===== config.mk =====
export PLATFORM = sky130hd
export DESIGN_NAME = mem_io_ctrl
export DESIGN_NICKNAME = d
export VERILOG_FILES = /design/src/rtl/mem_io_ctrl.sv
export SDC_FILE = /design/constraint.sdc
export NUM_CORES = 1
export LEC_CHECK = 0
export ABC_CLOCK_PERIOD_IN_PS = 3020
export CAP_MARGIN = 5
export CORE_ASPECT_RATIO = 1.4
export CORE_MARGIN = 2
export CORE_UTILIZATION = 42
export DETAILED_ROUTE_END_ITERATION = 10
export GPL_TIMING_DRIVEN = 0
export PLACE_DENSITY = 0.9
export REMOVE_ABC_BUFFERS = 1
export SLEW_MARGIN = 25
export SYNTH_ARGS = -nofsm -noshare
export SYNTH_HDL_FRONTEND = slang
export SYNTH_SLANG_ARGS = --single-unit
export TNS_END_PERCENT = 1

===== constraint.sdc =====
create_clock -name clk -period 3.02 [get_ports clk]
set_input_delay 0.302 -clock clk [delete_from_list [all_inputs] [get_ports clk]]
set_output_delay 0.302 -clock clk [all_outputs]
set_load 0.01 [all_outputs]

===== src/rtl/mem_io_ctrl.sv =====
// mem_io_ctrl: decodes CPU memory accesses onto RAM, LED and switch ports with a fixed 3-cycle handshake.
module mem_io_ctrl #(
  parameter logic [8:0] LED_ADDR = 9'h100,
  parameter logic [8:0] SW_ADDR  = 9'h140
) (
  input  logic        clk,
  input  logic        reset,
  input  logic [1:0]  mem_cmd,
  input  logic [8:0]  mem_addr,
  input  logic [15:0] write_data,
  output logic [15:0] read_data,
  output logic        mem_ready,
  output logic [7:0]  ram_addr,
  output logic        ram_write,
  output logic [15:0] ram_din,
  input  logic [15:0] ram_dout,
  input  logic [7:0]  sw_in,
  output logic [7:0]  led_out,
  output logic        bus_err
);
  typedef enum logic [1:0] {IDLE, ACCESS, DONE} state_t;
  typedef enum logic [1:0] {RG_RAM, RG_LED, RG_SW, RG_NONE} region_t;
  state_t state, next_state;
  region_t region, region_q;
  logic wr, wr_q, start;
  logic [7:0] sw_meta, sw_sync;
  always_comb begin
    wr = mem_cmd == 2'b10;
    start = (state == IDLE) & (wr | (mem_cmd == 2'b01));
    region = !mem_addr[8] ? RG_RAM : (mem_addr == LED_ADDR) ? RG_LED : (mem_addr == SW_ADDR) ? RG_SW : RG_NONE;
    next_state = start ? ACCESS : (state == ACCESS) ? DONE : IDLE;
  end
  assign ram_addr = mem_addr[7:0];
  assign ram_din = write_data;
  assign ram_write = start & wr & (region == RG_RAM) & ~reset;
  assign mem_ready = state == DONE;
  // RAM output is valid during ACCESS because the address was presented in IDLE
  always_ff @(posedge clk) begin
    if (reset) begin
      state <= IDLE;
      region_q <= RG_RAM;
      wr_q <= 1'b0;
      read_data <= 16'h0000;
      led_out <= 8'h00;
      bus_err <= 1'b0;
      sw_meta <= 8'h00;
      sw_sync <= 8'h00;
    end else begin
      state <= next_state;
      sw_meta <= sw_in;
      sw_sync <= sw_meta;
      if (start) begin
        region_q <= region;
        wr_q <= wr;
        if (wr && region == RG_LED) led_out <= write_data[7:0];
        if (wr && (region == RG_SW || region == RG_NONE)) bus_err <= 1'b1;
      end
      if (state == ACCESS && !wr_q) begin
        read_data <= (region_q == RG_RAM) ? ram_dout :
                     (region_q == RG_LED) ? {8'h00, led_out} :
                     (region_q == RG_SW)  ? {8'h00, sw_sync} : 16'h0000;
        if (region_q == RG_NONE) bus_err <= 1'b1;
      end
    end
  end
endmodule


* Word level (Yosys, flattened, before mapping)
Index checks and enable logic that the tools add are counted. W data, S select, Z words.
Operators by class: bitwise operators 6, eq/ne operators 12, multiplexer cells 12, reduce and logical (&&, ||, !) cells 10
Operator list (count):
- $eq A9 B9 Y1 const B | 2
- $mux W16 | 1
- $mux W8 | 2
- $eq A2 B2 Y1 const B | 6
- $eq A2 B1 Y1 const B | 4
- $logic_not A2 Y1 | 3
- $mux W1 | 6
- $mux W2 | 3
- $and A1 B1 Y1 | 4
- $logic_and A1 B1 Y1 | 3
- $reduce_and A2 Y1 | 1
- $reduce_or A2 Y1 | 1
- $logic_not A1 Y1 | 1
- $logic_or A1 B1 Y1 | 1
- $not A1 Y1 | 1
- $or A1 B1 Y1 | 1
Word-level totals: output and inout bits 51, input bits 53, word-level logic and storage cells 49, flip-flop bits (word level) 46

* Logic depth before layout (Yosys ltp)
Gate-level depths: netlist (run 1).
word-level depth 11, mapped depth 7, mapped depth without buffers 5

* Least setup slack after synthesis (run 1)
OpenSTA, ideal clock, no wires.
path type input -> output, start input port mem_cmd[0], end output port ram_write, data arrival time 1.489 ns, path buffers 1, cell stages on the path 5, data required time 2.718 ns, slack 1.229 ns, cells stage by stage inv_1 -> ha_1 -> or3_1 -> buf_2 -> nor4b_1
Between the ends: word-level cells in the longest chain between the ends 6, elaborated cells between the ends (all ways) 7, those cells by class eq/ne (2); bitwise (5)
RTL lines:
- start, declared | line 8 | input logic [1:0] mem_cmd,
- $eq A2 B2 Y1 or $eq A2 B1 Y1 (tied branches) | line 28, 29
- $or A1 B1 Y1 | line 29 | start = (state == IDLE) & (wr | (mem_cmd == 2'b01));
- $and A1 B1 Y1 | line 29
- $and A1 B1 Y1 (*) (3 in a row) | line 35 | assign ram_write = start & wr & (region == RG_RAM) & ~reset;
- end, declared | line 14 | output logic ram_write,
Every way passes the cells marked *; elsewhere a longest branch is shown, timed or not.

* Worst setup path after layout (run 1)
Ends and elaborated chain as after synthesis.

==> results.sh, run 1 <==
export IMPL_regArea_um2=920.9
export IMPL_power_mw=1.271
export IMPL_wire_per_inst_um=12.68
export IMPL_status="complete, no violations"
export IMPL_die_h_um=85.13
export IMPL_final_cells=339
export IMPL_pin_count=104
export IMPL_clkTransAtPathRegs_ns=0.08
export IMPL_routed_wl_um=4297
export IMPL_avgSynthCellArea_um2=9.015
export IMPL_post_route_min_period_ns=2.644
export IMPL_drtIter0Drc=32
export IMPL_grt_start_max_net_pins=35
export IMPL_start_util_pct=43.53
export IMPL_syn_area_mm2=0.001974
export IMPL_setup_viol=0
export IMPL_max_freq_ghz=0.3782
export IMPL_cp_arrival_ns=2.34
export IMPL_rows=29
export IMPL_gr_usage_all_layers_pct=16.22
export IMPL_finalSetupTns_ns=0
export IMPL_dp_cells=331
export IMPL_cp_required_ns=2.72
export IMPL_r2r_cells=4
export IMPL_cts_made_buffers=5
export IMPL_multi_input_area_um2=805.8
export IMPL_place_congestion=0.7129
export IMPL_worstMarginPinSlew_ns=0.7037
export IMPL_ir_drop_uv=322.8
export IMPL_hold_buffers=0
export IMPL_tritoncts="done"
export IMPL_crit_path_end_kind="output port"
export IMPL_hold_ws_ns=0.4209
export IMPL_first_global_vias=1502
export IMPL_cts_setup_buffers=0
export IMPL_netlist_area_leader_share_pct=46.64
export IMPL_n_fill_cell=400
export IMPL_cts_resized=0
export IMPL_clkSinkCount=46
export IMPL_final_nets=330
export IMPL_die_area_mm2=0.005273
export IMPL_ys_warn_count=0
export IMPL_finalHoldViolCount=0
export IMPL_drv_cap=0
export IMPL_synthCells=219
export IMPL_min_period_over_period_pct=87.54
export IMPL_dieWidth_um=61.95
export IMPL_drc=0
export IMPL_finalClockSkew_ns=0.002649
export IMPL_hp_class="in2reg"
export IMPL_grt_overflow=0
export IMPL_vias=1633
export IMPL_layout_common_cells="clkdlybuf4s50_1 (86), dfxtp_1 (46), nor2_1 (19), nor2b_1 (17)"
export IMPL_n_antenna_cell=0
export IMPL_via_per_inst=4.817
export IMPL_rsz0062_at_grt="false"
export IMPL_path_max_fanout=6
export IMPL_slew_headroom_pct=53.04
export IMPL_synth_area_leaders="dfxtp_1 (47%), buf_4 (9.1%), mux2i_1 (8.1%)"
export IMPL_path_class="in2out"
export IMPL_p_leak_nw=1.064
export IMPL_worst_skew_pair_late_latency_ns=0.29
export IMPL_final_common_cell="clkdlybuf4s50_1"
export IMPL_drv_slew=0
export IMPL_p_per_area_mw_per_mm2=455.2
export IMPL_holdPathStages=2
export IMPL_root_buffer="clkbuf_8"
export IMPL_synth_largest_area_cell="dfxtp_1"
export IMPL_clockBufferDepth=2
export IMPL_startpoint_type="primary input"
export IMPL_grt_pass1_wl_um=6520
export IMPL_ant_nets=0
export IMPL_synthToLayoutAreaGrowth_pct=41.44
export IMPL_ys_seq_area_share_pct=46.64
export IMPL_dr_pass1_iters=4
export IMPL_drive_gt1_share_pct=4.693
export IMPL_synth_distinct_cells=26
export IMPL_io_buffers=87
export IMPL_antenna_found_initial=0
export IMPL_yosys_register_bits=46
export IMPL_dp_hpwl_um=3220
export IMPL_core_mm2=0.004536
export IMPL_h_tree_depth=2
## layer usage
metal  GRT usage (%)  vias to the layer above  share of wire, %
met5               0                        -                 0
met4           2.901                        0              0.26
met3           6.707                        2               6.3
met2           29.83                       64                55
met1           16.43                      751                38
li1                -                      816                 -
## worst max-delay path: stages
cell and delay [ns]:
clkdlybuf4s50_1 0.45, inv_1 0.04, ha_1 0.29, or3_1 0.40, nor4b_1 0.26, clkdlybuf4s50_1 0.60
## power by group
| part | total, mW | leakage (nW) | switching (mW) | internal (mW) |
|---|---|---|---|---|
| Combinational | 0.238 | 0.639 | 0.0974 | 0.141 |
| Sequential | 0.661 | 0.377 | 0.0225 | 0.638 |
| Clock | 0.372 | 0.0482 | 0.188 | 0.185 |
## cells in the mapped netlist, drive strengths merged
cell type,count
nand3,11
and2b,1
clkbuf,8
mux2i,16
or3,2
nand2b,16
a31oi,1
buf,30
nand3b,1
or2,1
or2b,1
nor3,10
inv,1
nor4,1
nor4b,1
nor2b,17
nor2,20
a211oi,8
ha,1
a21oi,12
nand4,1
nand2,13
dfxtp,46
## state kept, by name, indices dropped and copies added (netlist names)
register	cells
led_out	8
region_q	2
wr_q	1
state	2
bus_err	1
read_data	16
sw_sync	8
sw_meta	8
## cell families (layout without fill, tap and decap cells)
family                     after synthesis  count (layout)  synth area share (%)
and+or+nand+nor                         96              96                 25.54
DFF                                     46              46                 46.64
buffers and inverters                   39              97                 12.67
AOI/OAI and AO/OA                       21              21                 6.401
muxes                                   16              16                 8.111
adders and majority gates                1               1                0.6336
## metrics by stage
stage	utilization [%]	setup slack, ns	instance area (µm²)
6_report	61.57	0.3762	2793
5_1_grt	61.57	0.2451	2793
4_1_cts	61.57	0.3477	2793
3_5_place_dp	59.56	0.3482	2701
3_3_place_gp	59.01	-0.1075	2676
2_1_floorplan	-	1.265	1728
## worst paths after layout
| check | start | endpoint | slack, ns |
|---|---|---|---|
| hold reg to reg | sw_meta[5] | sw_sync[5] | 0.44 |
| setup reg to reg | state[0] | read_data[10] | 1.41 |
| hold / removal | reset | sw_meta[3] | 0.42 |
| setup / recovery | mem_cmd[0] | ram_write | 0.38 |
## final cells by class
type                    instances  area share (%)
flip-flops and latches         46           32.97
repair buffers                 88           31.99
multi-input cells             134           28.85
clock buffers                   7           3.091
well taps                      62           2.778
clock inverters                 1          0.1792
inverters                       1          0.1344
No activity file was read; power rests on OpenSTA's default activity.
==> run 2, diff against run 1 <==
--- a/config.mk
+++ b/config.mk
@@ -14,6 +14,7 @@
 export GPL_TIMING_DRIVEN = 0
 export PLACE_DENSITY = 0.9
 export REMOVE_ABC_BUFFERS = 1
+export SKIP_LAST_GASP = 1
 export SLEW_MARGIN = 25
 export SYNTH_ARGS = -nofsm -noshare
 export SYNTH_HDL_FRONTEND = slang
==> results of run 2 <==
No change in the layout: final DEF, timing and power equal those of run 1.
